==> src/rtl/rs_wakeup.sv <==
// Reservation-station entry storage with operand wakeup, request generation and grant-driven issue.
// Define RS_FAST_WAKEUP_EN to let same-cycle tag broadcasts raise reqs combinationally.
module rs_wakeup #(
    parameter int RS_ENTRIES = 8,
    parameter int TAG_W      = 6,
    parameter int OP_W       = 32,
    parameter int WB_PORTS   = 2,
    localparam int IDX_W     = $clog2(RS_ENTRIES),
    localparam int CNT_W     = IDX_W + 1
) (
    input  logic                      clk,
    input  logic                      rst,
    input  logic                      disp_valid,
    output logic                      disp_ready,
    input  logic [OP_W-1:0]           disp_op,
    input  logic [TAG_W-1:0]          disp_dst_tag,
    input  logic [TAG_W-1:0]          disp_src1_tag,
    input  logic [TAG_W-1:0]          disp_src2_tag,
    input  logic                      disp_src1_rdy,
    input  logic                      disp_src2_rdy,
    input  logic [WB_PORTS-1:0]       wb_valid,
    input  logic [WB_PORTS*TAG_W-1:0] wb_tag,
    output logic [RS_ENTRIES-1:0]     reqs,
    input  logic [IDX_W-1:0]          grant,
    input  logic                      grant_valid,
    output logic                      issue_valid,
    output logic [OP_W-1:0]           issue_op,
    output logic [TAG_W-1:0]          issue_dst_tag,
    input  logic                      flush,
    output logic [CNT_W-1:0]          free_count
);

    logic [RS_ENTRIES-1:0] valid, src1_rdy, src2_rdy;
    logic [RS_ENTRIES-1:0] src1_hit, src2_hit;
    logic [OP_W-1:0]       op_mem   [RS_ENTRIES];
    logic [TAG_W-1:0]      dst_mem  [RS_ENTRIES];
    logic [TAG_W-1:0]      src1_tag [RS_ENTRIES];
    logic [TAG_W-1:0]      src2_tag [RS_ENTRIES];
    logic                  disp_src1_hit, disp_src2_hit;
    logic [IDX_W-1:0]      alloc_idx;
    logic                  disp_fire, grant_fire;

    function automatic logic tag_hit(input logic [TAG_W-1:0] tag,
                                     input logic [WB_PORTS-1:0] bvalid,
                                     input logic [WB_PORTS*TAG_W-1:0] btags);
        logic hit;
        hit = 1'b0;
        for (int p = 0; p < WB_PORTS; p++)
            hit |= bvalid[p] && (btags[p*TAG_W +: TAG_W] == tag);
        return hit;
    endfunction

    always_comb begin
        for (int i = 0; i < RS_ENTRIES; i++) begin
            src1_hit[i] = tag_hit(src1_tag[i], wb_valid, wb_tag);
            src2_hit[i] = tag_hit(src2_tag[i], wb_valid, wb_tag);
        end
        disp_src1_hit = tag_hit(disp_src1_tag, wb_valid, wb_tag);
        disp_src2_hit = tag_hit(disp_src2_tag, wb_valid, wb_tag);
    end

    // Descending scan so the last write wins: alloc_idx ends on the lowest free slot.
    always_comb begin
        // NOTE: every always_comb output gets a default first so no path can infer a latch.
        free_count = '0;
        alloc_idx  = '0;
        for (int i = RS_ENTRIES - 1; i >= 0; i--) begin
            if (!valid[i]) begin
                free_count += CNT_W'(1);
                alloc_idx   = IDX_W'(i);
            end
        end
    end

`ifdef RS_FAST_WAKEUP_EN
    assign reqs = valid & (src1_rdy | src1_hit) & (src2_rdy | src2_hit);
`else
    assign reqs = valid & src1_rdy & src2_rdy;
`endif

    assign disp_ready = (free_count != '0);
    assign disp_fire  = disp_valid && disp_ready && !flush;
    assign grant_fire = grant_valid && reqs[grant] && !flush;

    // The allocated slot is free, so it can never be the granted slot in the same cycle.
    always_ff @(posedge clk or negedge rst) begin
        if (!rst) begin
            // NOTE: sequential state is only ever assigned with <= so every read sees pre-edge values.
            valid    <= '0;
            src1_rdy <= '0;
            src2_rdy <= '0;
        end else if (flush) begin
            valid <= '0;
        end else begin
            for (int i = 0; i < RS_ENTRIES; i++) begin
                if (disp_fire && alloc_idx == IDX_W'(i)) begin
                    valid[i]    <= 1'b1;
                    src1_rdy[i] <= disp_src1_rdy | disp_src1_hit;
                    src2_rdy[i] <= disp_src2_rdy | disp_src2_hit;
                end else begin
                    if (grant_fire && grant == IDX_W'(i))
                        valid[i] <= 1'b0;
                    src1_rdy[i] <= src1_rdy[i] | src1_hit[i];
                    src2_rdy[i] <= src2_rdy[i] | src2_hit[i];
                end
            end
        end
    end

    // NOTE: payload arrays have no reset; valid gates every use, so their reset value is never observed.
    always_ff @(posedge clk) begin
        if (disp_fire) begin
            op_mem[alloc_idx]   <= disp_op;
            dst_mem[alloc_idx]  <= disp_dst_tag;
            src1_tag[alloc_idx] <= disp_src1_tag;
            src2_tag[alloc_idx] <= disp_src2_tag;
        end
    end

    always_ff @(posedge clk or negedge rst) begin
        if (!rst) begin
            issue_valid   <= 1'b0;
            issue_op      <= '0;
            issue_dst_tag <= '0;
        end else begin
            issue_valid <= grant_fire;
            if (grant_fire) begin
                issue_op      <= op_mem[grant];
                issue_dst_tag <= dst_mem[grant];
            end
        end
    end

endmodule
==> config.mk <==
export PLATFORM = sky130hd
export DESIGN_NAME = rs_wakeup
export DESIGN_NICKNAME = d
export VERILOG_FILES = /design/src/rtl/rs_wakeup.sv
export SDC_FILE = /design/constraint.sdc
export NUM_CORES = 1
export LEC_CHECK = 0
export CORE_ASPECT_RATIO = 0.7
export CORE_MARGIN = 5
export CORE_UTILIZATION = 40
export DETAILED_ROUTE_END_ITERATION = 8
export GPL_TIMING_DRIVEN = 0
export PLACE_DENSITY = 0.63
export SYNTH_ARGS = -nofsm -noshare
export SYNTH_HDL_FRONTEND = slang
export SYNTH_SLANG_ARGS = --single-unit
==> constraint.sdc <==
create_clock -name clk -period 7.59 [get_ports clk]
set_input_delay 0.759 -clock clk [delete_from_list [all_inputs] [get_ports clk]]
set_output_delay 0.759 -clock clk [all_outputs]
set_load 0.01 [all_outputs]
# ---- Word-level counts from Yosys, hierarchy flattened
# Memory sizes are Yosys's and may differ from the RTL's. A register that Yosys moved wholly into a read port is not among the register bits.
# Cells that the tools add are included.
dict set report word_totals {
  ramBits 400
  regBits 25
  input_bits 74
  output_inout_bits 52
  memories 4
  wordCells 234
}
dict set report classes {
  eq_ne 50
  n_reduce_logical 70
  bitwise 38
  add_sub_neg 7
  mux 53
  order_cmp 1
}
# name words width rd rd_clocked_by_memory_dff write_ports line
set memory_table {}
lappend memory_table {op_mem 8 32 1 1 1 35} ;# logic [OP_W-1:0] op_mem [RS_ENTRIES];
lappend memory_table {dst_mem 8 6 1 1 1 36} ;# logic [TAG_W-1:0] dst_mem [RS_ENTRIES];
lappend memory_table {src1_tag 8 6 8 0 1 37} ;# logic [TAG_W-1:0] src1_tag [RS_ENTRIES];
lappend memory_table {src2_tag 8 6 8 0 1 38} ;# logic [TAG_W-1:0] src2_tag [RS_ENTRIES];
# op count
set op_table {}
lappend op_table {{$eq A6 B6 Y1} 36}
lappend op_table {{$logic_and A1 B1 Y1} 56}
lappend op_table {{$mux W1} 36}
lappend op_table {{$or A1 B1 Y1} 36}
lappend op_table {{$mux W4} 7}
lappend op_table {{$add A4 B1 Y4 const B} 6}
lappend op_table {{$eq A3 B3 Y1 const B} 8}
lappend op_table {{$mux W3} 8}
lappend op_table {{$reduce_bool A3 Y1} 8}
lappend op_table {{$and A8 B8 Y8} 2}
lappend op_table {{$eq A3 B2 Y1 const B} 4}
lappend op_table {{$mux W8} 1}
lappend op_table {{$eq A3 B1 Y1 const B} 2}
lappend op_table {{$logic_not A3 Y1} 2}
lappend op_table {{$lt A3 B4 Y1 const B} 1}
lappend op_table {{$reduce_bool A4 Y1} 1}
lappend op_table {{$bmux W1 S3} 1}
lappend op_table {{$logic_not A1 Y1} 3}
lappend op_table {{$add A1 B1 Y2 const B} 1}

# ---- Longest topological paths before layout
dict set report logic_depth {
  depth_word 21
  depth_mapped 21
  depth_no_buf 21
}

# ---- Worst setup path after synthesis
# No wires, ideal clock.
dict set report synth_path {
  path_type {flip-flop to flip-flop}
  from {register valid[6]}
  to {register src1_rdy[7]}
  synth_period_minus_slack_ns 6.575
  required_ns 7.484
  n_path_buf 0
  path_stages_with_launch 22
  path_slack_ns 1.015
  setup_ns 0.106
  arrival_ns 6.469
  path_cell_list {dfrtp_1 -> inv_1 -> ha_1 -> xor2_1 -> inv_2 -> xnor2_1 -> ha_1 -> o21ai_0 -> a31o_2 -> a2111oi_2 -> a21oi_1 -> ha_1 -> nor2_1 -> a21oi_1 -> ha_1 -> xnor3_1 -> mux2i_1 -> and3_4 -> a2bb2oi_4 -> nor3_2 -> nor4_1 -> a221oi_1}
}
dict set report synth_via {
  elab_chain_len 18
  word_cells_on_any_way 26
  classes_between {add/sub (6); eq/ne (1); mux (15); reduce/logical (4)}
}
# item line
set synth_lines {}
lappend synth_lines {{start: declaration} 33} ;# logic [RS_ENTRIES-1:0] valid, src1_rdy, src2_rdy;
lappend synth_lines {{start signal: assignment} 89} ;# valid <= '0;
lappend synth_lines {{start signal: assignment} 93} ;# valid <= '0;
lappend synth_lines {{start signal: indexed assignment} 97} ;# valid[i] <= 1'b1;
lappend synth_lines {{$mux W4} 68} ;# if (!valid[i]) begin
lappend synth_lines {{$add A4 B1 Y4} 69} ;# free_count += CNT_W'(1);
lappend synth_lines {{$mux W4} 68}
lappend synth_lines {{$add A4 B1 Y4} 69}
lappend synth_lines {{$mux W4} 68}
lappend synth_lines {{$add A4 B1 Y4} 69}
lappend synth_lines {{$mux W4} 68}
lappend synth_lines {{$add A4 B1 Y4} 69}
lappend synth_lines {{$mux W4} 68}
lappend synth_lines {{$add A4 B1 Y4} 69}
lappend synth_lines {{$mux W4} 68}
lappend synth_lines {{$add A4 B1 Y4} 69}
lappend synth_lines {{$mux W4} 68}
lappend synth_lines {{$reduce_bool A4 Y1} 81} ;# assign disp_ready = (free_count != '0);
lappend synth_lines {{$logic_and A1 B1 Y1 (2 in series)} 82} ;# assign disp_fire = disp_valid && disp_ready && !flush;
lappend synth_lines {{$logic_and A1 B1 Y1 *} 96} ;# if (disp_fire && alloc_idx == IDX_W'(i)) begin
lappend synth_lines {{$mux W1 *} 96}
lappend synth_lines {{end signal: indexed assignment} 98} ;# src1_rdy[i] <= disp_src1_rdy | disp_src1_hit;
lappend synth_lines {{end signal: indexed assignment} 103} ;# src1_rdy[i] <= src1_rdy[i] | src1_hit[i];
lappend synth_lines {{end: declaration} 33}
# Every way passes the cells marked *; elsewhere a longest branch is shown, timed or not.
# A chain may end at the register's enable or synchronous reset.

# ---- Final worst setup path
dict set report layout_path {
  from {register valid[6]}
  to {output disp_ready}
}
dict set report layout_via {
  elab_chain_len 14
}
# item line
set layout_lines {}
lappend layout_lines {{$mux W4 *} 68}
lappend layout_lines {{$add A4 B1 Y4} 69}
lappend layout_lines {{$mux W4 *} 68}
lappend layout_lines {{$add A4 B1 Y4} 69}
lappend layout_lines {{$mux W4 *} 68}
lappend layout_lines {{$add A4 B1 Y4} 69}
lappend layout_lines {{$mux W4 *} 68}
lappend layout_lines {{$add A4 B1 Y4} 69}
lappend layout_lines {{$mux W4 *} 68}
lappend layout_lines {{$add A4 B1 Y4} 69}
lappend layout_lines {{$mux W4 *} 68}
lappend layout_lines {{$add A4 B1 Y4} 69}
lappend layout_lines {{$mux W4 *} 68}
lappend layout_lines {{$reduce_bool A4 Y1 *} 81}
lappend layout_lines {{end: declaration} 14} ;# output logic disp_ready,
# Marked as above.

==> results.yml <==
cells_and_area:
  final_area_um2: 24140
  fill_cells: 4253
  syn_to_final_growth_pct: 18.91
  nets: 1505
  drive_above_1_share_pct: 12.75
critical_path:
  r2r-start: "valid[6]"
  rr_worst_depth: 23
  critPathMaxFanout: 9
  worst_r2r_endpoint: "op_mem[6][23]"
  worstPathArrival_ns: 6.25
  cp.required_ns: 6.83
  crit_path_end_kind: "primary output"
  cp_cell_sequence: "inv_1 -> ha_1 -> xor2_1 -> inv_2 -> xnor2_1 -> ha_1 -> o21ai_0 -> a31o_2 -> a2111oi_2 -> a21oi_1 -> ha_1 -> nor2_1 -> a21oi_1 -> ha_1 -> xnor3_1 -> mux2i_1 -> and3_4 -> a2bb2oi_4 -> mux2_4 -> inv_1 -> clkdlybuf4s50_1"
  path_common_cell: "ha_1"
  cp_slowest_stage_delay_ns: 0.51
  crit_type: "flip-flop to primary output"
  startpoint_type: "flip-flop"
  slowest_stage: "dfrtp_1"
  worstSetupStartpoint: "valid[6]"
  endpoint: "disp_ready"
  reg2reg_slack_ns: 1.10
timing:
  final_max_slew_viol_count: 0
  setup_violations: 0
  hold_viol_final: 0
  maxSlewHeadroom_pct: 21.55
  layout_min_cycle_time_ns: 7.004
  tightest_slew_ns: 1.168
  fmax_ghz: 0.1428
  rsz0062_at_grt: "false"
  period_share_pct: 92.28
  finClkSkew_ns: 0.01567
  setup_tns_ns: 0
  hold_ws_ns: 0.04098
clock_network:
  cts_buffers: 46
  cts_tree: "yes"
  cts_root_buf: "clkbuf_16"
  hold_buffers: 0
  cts_sinks: 463
  post_cts_buffers: 0
  clk_latency_ns: 0.57
  cts-htree-levels: 2
  clk_pin_slew_ns: 0.07
  clk_path_buf_depth: 3
  ctsResizeCount: 0
logic_synthesis:
  synthesis.nets: 1331
  ys_seq_area_share_pct: 66.93
  ys_ff_latch: 463
  ys_types: 60
  yosysTopAreaCellShare_pct: 59.17
  ys_warn_count: 0
  synthCells: 1247
  syn_area_um2: 20300
  synth_edf_count: 400
  synth_top_cell_by_area: "edfxtp_1"
  avgSynthCellArea_um2: 16.28
  synthFlopType: "edfxtp_1"
  synth.area.top_cells: "edfxtp_1 59%, mux4_2 8.4%, dfrtp_1 7.8%"
  async_flop_share_pct: 13.61
global_route:
  grt_pass1_wl_mm: 74.18
  grt_max_degree: 55
  antenna_found_initial: 4
  grt_pass1_vias: 11562
  track_usage_pct: 17.71
  grt_overflow: 0
pwr:
  leakagePower_nw: 8.023
  ir_worst_vdd_mv: 0.1506
  p_per_area_nw_per_um2: 238.4
floorplanning:
  core_um2: 50500
  row_count: 69
  die_w_um: 279.3
  boundaryPins: 126
  start_util_pct: 40.20
  dieHeight_um: 198.5
  dieArea_um2: 55430
drt:
  wl_met1_mm: 23.49
  viasPerCell: 5.270
  wl_met3_mm: 3.030
  top_layer: "met5"
  drt-initial-drc-count: 1027
  num_vias: 11246
  firstDrtPassIters: 5
  drc: 0
  route.met2.wl_mm: 21.86
  drt-wirelength-per-cell_um: 23.09
  drt_wl_total_mm: 49.28
  postRouteAntennaNets: 0
place:
  placed_area_um2: 22690
  portBuffers: 109
  dp.final_hpwl_mm: 32.29
  place.gp.congestion: 0.7990
run:
  drv_cap: 0
run_status:
  status: "finished clean"
hold_path:
  hold_class: "input pin to asynchronous set/reset pin"
layout by cell type, fill, tap and decap left out, types with 3 or more instances in the layout:
master           netlist  routed
clkinv_1               1      14
nand2_1               61      61
mux4_2                76      76
a31o_2                 5       5
inv_1                 16      12
xor2_1                87      87
nand3_1               12      12
a21oi_1               23      23
and3_1                 9       9
clkinv_2               0       4
nor4_1                16      16
o21ai_0               56      56
clkbuf_1              50      61
edfxtp_1             400     400
nor3_1                 9       9
mux2i_1               49      49
nor2b_1                7       7
nand2b_1              10      10
ha_1                  10      10
nand4_1               38      38
or4_1                 16      16
clkbuf_8               0       5
buf_8                  0       3
xnor2_1              146     146
dfrtp_1               63      63
buf_16                 0      14
nor2_1                10      10
o31ai_1                4       4
clkbuf_16              0      46
clkdlybuf4s50_1        0     108
nor3_4                 1       4
a22oi_1                7       7
buf_1                 17      17
inv_4                  0       4
Yosys cell counts (all sizes together) (2+ instances only):
cell,instances
nand2b,11
a311oi,2
nand3,12
nor2,10
mux4,76
nand4,38
xnor3,2
nand4b,2
o31ai,4
a21oi,23
inv,18
a31oi,2
a21o,2
or4,16
nor4b,2
nor4,16
a2bb2oi,3
ha,10
nor2b,9
nand2,61
o21ai,56
a31o,5
or3,2
mux2,3
nor3,13
edfxtp,400
dfrtp,63
xnor2,147
a22oi,7
xor2,87
buf,19
clkbuf,50
and3,10
mux2i,50
a221oi,2
cells by family after synthesis:
group | Yosys count | share of synthesized area [%]
AND/OR/NAND/NOR | 206 | 5.720
AO/OA/AOI/OAI | 115 | 3.538
multiplexers | 129 | 11.14
XOR/XNOR | 236 | 10.41
adder cells (fa/ha/maj) | 10 | 0.6163
flip-flops | 463 | 66.93
buffers and inverters | 88 | 1.639
flip-flops by register name, summed over array words and instances, names as in the netlist, 6 cells and up:
signal	flops
src1_rdy	8
op_mem	256
src2_rdy	8
dst_mem	48
issue_op	32
src1_tag	48
valid	8
src2_tag	48
issue_dst_tag	6
per-stage QoR:
stage	setup WS, ns	util (%)	power (W)	std cells
after floorplan	1.015	-	0.003316	1247
after global placement	-1.734	44.03	0.003624	2030
after detailed placement	1.128	44.93	0.003640	2047
after CTS	0.5650	47.79	0.005814	2133
after global routing	0.2949	47.79	0.005981	2133
final	0.5858	47.80	0.005756	2134
critical path, delay by kind of cell, from the launching register on:
family,cells,cell delay [ns]
mux,2,0.54
fa+ha+maj,4,1.26
simple gates,2,0.27
buf+inv,4,0.84
xor+xnor,3,0.90
flops,1,0.51
compound gates,6,1.34
worst min path at each step:
stage	cells after the start	startpoint	endpoint	slack, ns
finish	1	rst	valid[0]	0.04
global route	1	rst	valid[0]	0.03
CTS	1	rst	valid[0]	0.02
detailed placement	2	issue_op[16]	issue_op[16]	0.47
global placement	2	issue_op[11]	issue_op[11]	0.47
floorplan	0	rst	issue_dst_tag[0]	0.46
metal layers:
metal / GRT usage (%) / up-vias
met5: 0 / -
met4: 3.881 / 6
met3: 3.438 / 64
met2: 26.85 / 321
met1: 26.84 / 5722
li1: - / 5133
power by group:
part / switching (W) / internal, W / total [W] / leakage [nW]
combinational: 0.000331 / 0.000296 / 0.000627 / 2.91
clock: 0.000965 / 0.00121 / 0.00218 / 0.704
sequential: 0.0000649 / 0.00289 / 0.00295 / 4.41
cell type report:
| cell class | count | area, um^2 | area share [%] |
|---|---|---|---|
| Tap cell | 674 | 843.3 | 3.493 |
| Clock inverter | 24 | 183.9 | 0.7619 |
| Inverter | 19 | 81.33 | 0.3369 |
| Multi-Input combinational cell | 696 | 6399 | 26.51 |
| Timing Repair Buffer | 126 | 1519 | 6.292 |
| Buffer | 69 | 261.5 | 1.083 |
| Sequential cell | 463 | 13590 | 56.29 |
| Clock buffer | 62 | 1261 | 5.225 |
| Antenna cell | 1 | 2.502 | 0.01037 |
Power figures use the tool's default switching activity.
==> RTL edit 1 (same flow settings) <==
Register the output `free_count`, with the module's reset; this adds one clock of latency there. The other outputs are not delayed to match.
--- a/src/rtl/rs_wakeup.sv
+++ b/src/rtl/rs_wakeup.sv
@@ -29,6 +29,8 @@
     input  logic                      flush,
     output logic [CNT_W-1:0]          free_count
 );
+
+    logic [CNT_W-1:0] free_count_d;
 
     logic [RS_ENTRIES-1:0] valid, src1_rdy, src2_rdy;
     logic [RS_ENTRIES-1:0] src1_hit, src2_hit;
@@ -62,11 +64,11 @@
     // Descending scan so the last write wins: alloc_idx ends on the lowest free slot.
     always_comb begin
         // NOTE: every always_comb output gets a default first so no path can infer a latch.
-        free_count = '0;
+        free_count_d = '0;
         alloc_idx  = '0;
         for (int i = RS_ENTRIES - 1; i >= 0; i--) begin
             if (!valid[i]) begin
-                free_count += CNT_W'(1);
+                free_count_d += CNT_W'(1);
                 alloc_idx   = IDX_W'(i);
             end
         end
@@ -78,7 +80,7 @@
     assign reqs = valid & src1_rdy & src2_rdy;
 `endif
 
-    assign disp_ready = (free_count != '0);
+    assign disp_ready = (free_count_d != '0);
     assign disp_fire  = disp_valid && disp_ready && !flush;
     assign grant_fire = grant_valid && reqs[grant] && !flush;
 
@@ -131,4 +133,12 @@
         end
     end
 
+    always_ff @(posedge clk or negedge rst) begin
+        if (!rst) begin
+            free_count <= '0;
+        end else begin
+            free_count <= free_count_d;
+        end
+    end
+
 endmodule
Check against the original RTL: not equivalent (Yosys sat finds a counterexample within 4 cycles, from zero or initial values and one cycle with rst low).
==> RTL edit 1 against the original RTL <==
Area after synthesis is 0.89% lower. Critical path type unchanged. Wire length is 1.0% higher. Sequential cell count increased by 4. Synthesized cell count shrank 3.0%. Cell area shrank 0.24%. Setup slack improved by 470 ps. First-iteration DRC count shrank 13%. Largest cell class unchanged. Critical endpoint unchanged. Non-clock buffer count is 4 higher. Largest power group unchanged. Clock power is 17% higher. Die area shrank 0.85%. Sequential share of layout area is 0.55 points higher. Total power increased by 6.0%.
==> RTL edit 1: results <==
synth:
  synth.net_count: 1291
  share_of_the_yosys_chip_area_belonging_to_registers_pct: 68.03
  ys_async_sr_fraction_pct: 14.35
  synth.top_cells.by_area: "edfxtp_1, mux4_2, dfrtp_1"
  synth.distinct_cells: 53
  synth_top_cells_by_count: "edfxtp_1, xnor2_1, xor2_1, mux4_2, dfrtp_1"
grt:
  grt_first_pass_wirelength_um: 75180
  grt_start_max_net_pins: 52
  first_global_vias: 11820
  global_route_usage_sum_pct: 18.05
  antenna_found_initial: 3
placement:
  routabilityCongestion: 0.8788
  detailedPlace.worstSlack_ps: 1115
  place_hpwl_um: 32310
  number_of_buffers_added_on_ports: 109
setup_path:
  crit_path_max_incr_delay_ps: 490
  cp_slowest_cell: "clkdlybuf4s50_1"
  reg2regPathDepth: 26
  critical_path_peak_fanout: 9
  worst_path_dominant_cell_family: "adder cells"
  timing.critical_path.arrival_ps: 5780
clock_tree:
  cts_setup_buffers: 0
  numCtsBuffers: 47
  post_cts_resize_count: 0
  clock-root-buffer: "clkbuf_16"
final_layout:
  largest_register_ffs: 256
  filler_cell_count: 4170
  largest_register: "op_mem"
  layout.nets: 1468
  drive_above_1_share_pct: 13.54
power:
  sw_frac_of_total_pct: 22.18
  powerComb_uw: 589
  pg_seq_mw: 2.97
  p_leak_nw: 8.175
  ir_worst_vdd_mv: 0.1418
outcome:
  status: "complete, no violations"
detailed_routing:
  wl_um: 49780
  vias: 11220
  drt_iter0_drc: 897
timing:
  relSlewSlack_pct: 6.594
  fin_worst_skew_ps: 15.54
## RTL edit 1: area by class of cell
class	count	area, sq um	area share (%)
Sequential cell	467	13690	56.84
Multi-Input combinational cell	652	6131	25.46
Timing Repair Buffer	128	1355	5.627
Clock buffer	61	1291	5.362
Tap cell	665	832.0	3.455
Clock inverter	27	426.7	1.772
Buffer	71	272.8	1.133
Inverter	19	81.33	0.3377
Antenna cell	1	2.502	0.01039
## RTL edit 1: logic make-up after synthesis
logic type                 synth area share, %
xor gates and xnor gates                 10.30
and+or+nand+nor                          5.062
muxes                                    11.17
DFF                                      68.03
buffers and inverters                    1.691
adders and majority gates               0.4975
AOI/OAI and AO/OA                        3.240
## RTL edit 1: final timing paths
path	startpoint	end	slack, ps
max	valid[6]	disp_ready	1050
min	rst	issue_dst_tag[5]	70
min reg2reg	issue_op[28]	issue_op[28]	480
max reg2reg	valid[6]	op_mem[4][1]	1070
max in group asynchronous	rst	issue_op[1]	6900
min in group clk	issue_op[28]	issue_op[28]	480
## RTL edit 1: through the flow
| step | std cells | total power [mW] | TNS [ps] | utilization (%) | instance area (sq um) |
|---|---|---|---|---|---|
| 4_1_cts | 2090 | 6.162 | 0 | 48.63 | 24080 |
| 5_1_grt | 2090 | 6.323 | 0 | 48.63 | 24080 |
| 6_report | 2091 | 6.103 | 0 | 48.63 | 24080 |
| 2_1_floorplan | 1209 | 3.311 | 0 | - | 20130 |
| 3_3_place_gp | 1983 | 3.592 | -454230 | 44.54 | 22060 |
| 3_5_place_dp | 2002 | 3.611 | 0 | 45.16 | 22360 |
## RTL edit 1: routing by layer
layer  vias up  part of all wire, %  GRT usage (%)
met3        75                  5.9          3.225
met4         4                  2.0          4.119
li1       5001                    -              -
met2       357                   46          28.41
met5         -                0.042              0
met1      5785                   46          26.58
==> RTL edit 2 (same settings) <==
Made on the original files. `RS_ENTRIES`: 8 -> 4.
--- a/src/rtl/rs_wakeup.sv
+++ b/src/rtl/rs_wakeup.sv
@@ -1,7 +1,7 @@
 // Reservation-station entry storage with operand wakeup, request generation and grant-driven issue.
 // Define RS_FAST_WAKEUP_EN to let same-cycle tag broadcasts raise reqs combinationally.
 module rs_wakeup #(
-    parameter int RS_ENTRIES = 8,
+    parameter int RS_ENTRIES = 4,
     parameter int TAG_W      = 6,
     parameter int OP_W       = 32,
     parameter int WB_PORTS   = 2,
Interface: changed (resized free_count, grant and reqs); port bits go from 126 to 120. No check against the original RTL was run, so the function may have changed too.
==> RTL edit 2 against the original RTL <==
Sequential cell count shrank 212. Largest cell class unchanged. Synthesized cell count shrank 52%. Highest routed layer is now met4. Critical endpoint unchanged. Area after synthesis shrank 48%. Total power shrank 40%. Via count shrank 49%. Wire length shrank 52%. Cell area shrank 46%. Setup slack gained 2900 ps.
==> RTL edit 2: results <==
outcome:
  status: "complete, no violations"
setup_path:
  worst-r2r-setup-slack_ps: 4260
  timing.critical_path.arrival_ps: 3320
  critical_path.reg2reg.endpoint: "valid[1]"
  cp_slowest_cell: "clkdlybuf4s50_1"
  reg2regPathDepth: 10
  critical_path_peak_fanout: 5
  crit_path_max_incr_delay_ps: 540
  startpoint_of_the_most_critical_register_to_register_path: "valid[2]"
  worst_path_dominant_cell_family: "buffers and inverters"
grt:
  global_route.usage.met1_pct: 22.86
  antenna_found_initial: 2
  grt_use_met2_pct: 24.90
  grt_first_pass_wirelength_um: 36870
  first_global_vias: 6254
  globalRouteMet3Util_pct: 2.926
  grt_start_max_net_pins: 54
  global_route_usage_sum_pct: 15.85
clock_tree:
  clock-root-buffer: "clkbuf_16"
  clock_latency_ps: 510
  cts-htree-levels: 1
  numCtsBuffers: 26
  cts.reportedPaths.clkPinSlew_ps: 60
placement:
  detailedPlace.worstSlack_ps: 4014
  number_of_buffers_added_on_ports: 103
  place_hpwl_um: 15580
  routabilityCongestion: 0.8801
  place_area_sq_um: 12220
detailed_routing:
  route.detailed.wl_per_inst_um: 21.34
  drt-pass1-iter-count: 4
  drt_iter0_drc: 327
  vias: 5735
final_layout:
  layout.nets: 815
  filler_cell_count: 2160
  drive_above_1_share_pct: 19.68
  final-instance-count-excl-fill: 1116
synth:
  synth.distinct_cells: 41
  synth-edff-count: 200
  ys_async_sr_fraction_pct: 20.32
  synth.top_cells.by_area: "edfxtp_1, dfrtp_1, mux4_2"
  share_of_the_yosys_chip_area_belonging_to_registers_pct: 68.56
  synth_top_cells_by_count: "edfxtp_1, xnor2_1, dfrtp_1, mux4_2, mux2_2"
  syn-instance-count: 600
  synth.net_count: 678
power:
  p_leak_nw: 4.425
  net-switching-power_uw: 805.0
  ir_worst_vdd_mv: 0.1832
timing:
  timing.hold.ws_ps: 334.4
  worstMarginPinSlew_ps: 864.5
  fin_worst_skew_ps: 6.130
## RTL edit 2: cell types whose count changed after synthesis, sizes merged, moves of 13 or more
cell	delta
clkbuf	-41
inv	-13
nand2	-55
mux2i	-46
nand4	-17
xnor2	-48
or4	-16
xor2	-63
edfxtp	-200
mux4	-37
a21oi	-17
o21ai	-53
mux2	+35
## RTL edit 2: worst max path at each step
stage          startpoint            end  slack, ps
4_1_cts          valid[2]     disp_ready       3440
3_3_place_gp     valid[2]  op_mem[0][10]       1190
6_report         valid[2]     disp_ready       3510
2_1_floorplan    valid[2]  dst_mem[0][0]       3220
3_5_place_dp     valid[2]     disp_ready       4010
5_1_grt          valid[2]     disp_ready       3270
## RTL edit 2: cells by family (layout without fill, tap and decap cells)
kind of cell | after synthesis | in the layout | share of synthesized area [%]
flops | 251 | 251 | 68.56
xor+xnor | 123 | 123 | 10.14
mux | 81 | 81 | 12.99
simple gates | 75 | 75 | 4.276
buf+inv | 38 | 195 | 1.732
compound gates | 27 | 27 | 1.708
fa+ha+maj | 5 | 5 | 0.5890
other cells | 0 | 2 | 0
## RTL edit 2: power by group through the flow
| stage | clock network (mW) | registers [mW] | logic, mW |
|---|---|---|---|
| floorplan | 0 | 1.73 | 0.226 |
| global placement | 0 | 1.71 | 0.528 |
| detailed placement | 0 | 1.71 | 0.549 |
| CTS | 1.27 | 1.69 | 0.552 |
| global route | 1.33 | 1.70 | 0.582 |
| finish | 1.23 | 1.68 | 0.542 |
## RTL edit 2: final cells by class
| cell class | count | area, sq um | area share, % |
|---|---|---|---|
| Clock inverter | 12 | 111.4 | 0.8527 |
| Multi-Input combinational cell | 311 | 3167 | 24.25 |
| Timing Repair Buffer | 109 | 1139 | 8.719 |
| Clock buffer | 36 | 719.4 | 5.509 |
| Antenna cell | 2 | 5.005 | 0.03833 |
| Sequential cell | 251 | 7282 | 55.76 |
| Tap cell | 357 | 446.7 | 3.421 |
| Buffer | 33 | 170.2 | 1.303 |
| Inverter | 5 | 18.77 | 0.1437 |
## RTL edit 2: per-layer routing
metal	share of wire (%)	vias up
li1	-	2585
met1	44	2945
met2	47	174
met3	6.0	31
met4	2.5	0
met5	0	-
## RTL edit 2: worst reg2reg max path: stages (launching register included)
cell and delay, ps:
dfrtp_1 410, inv_1 100, ha_1 350, xnor2_1 310, ha_1 290, nor2b_1 130
a31oi_1 450, nand2_1 230, and3_1 230, buf_4 390, a31o_2 340
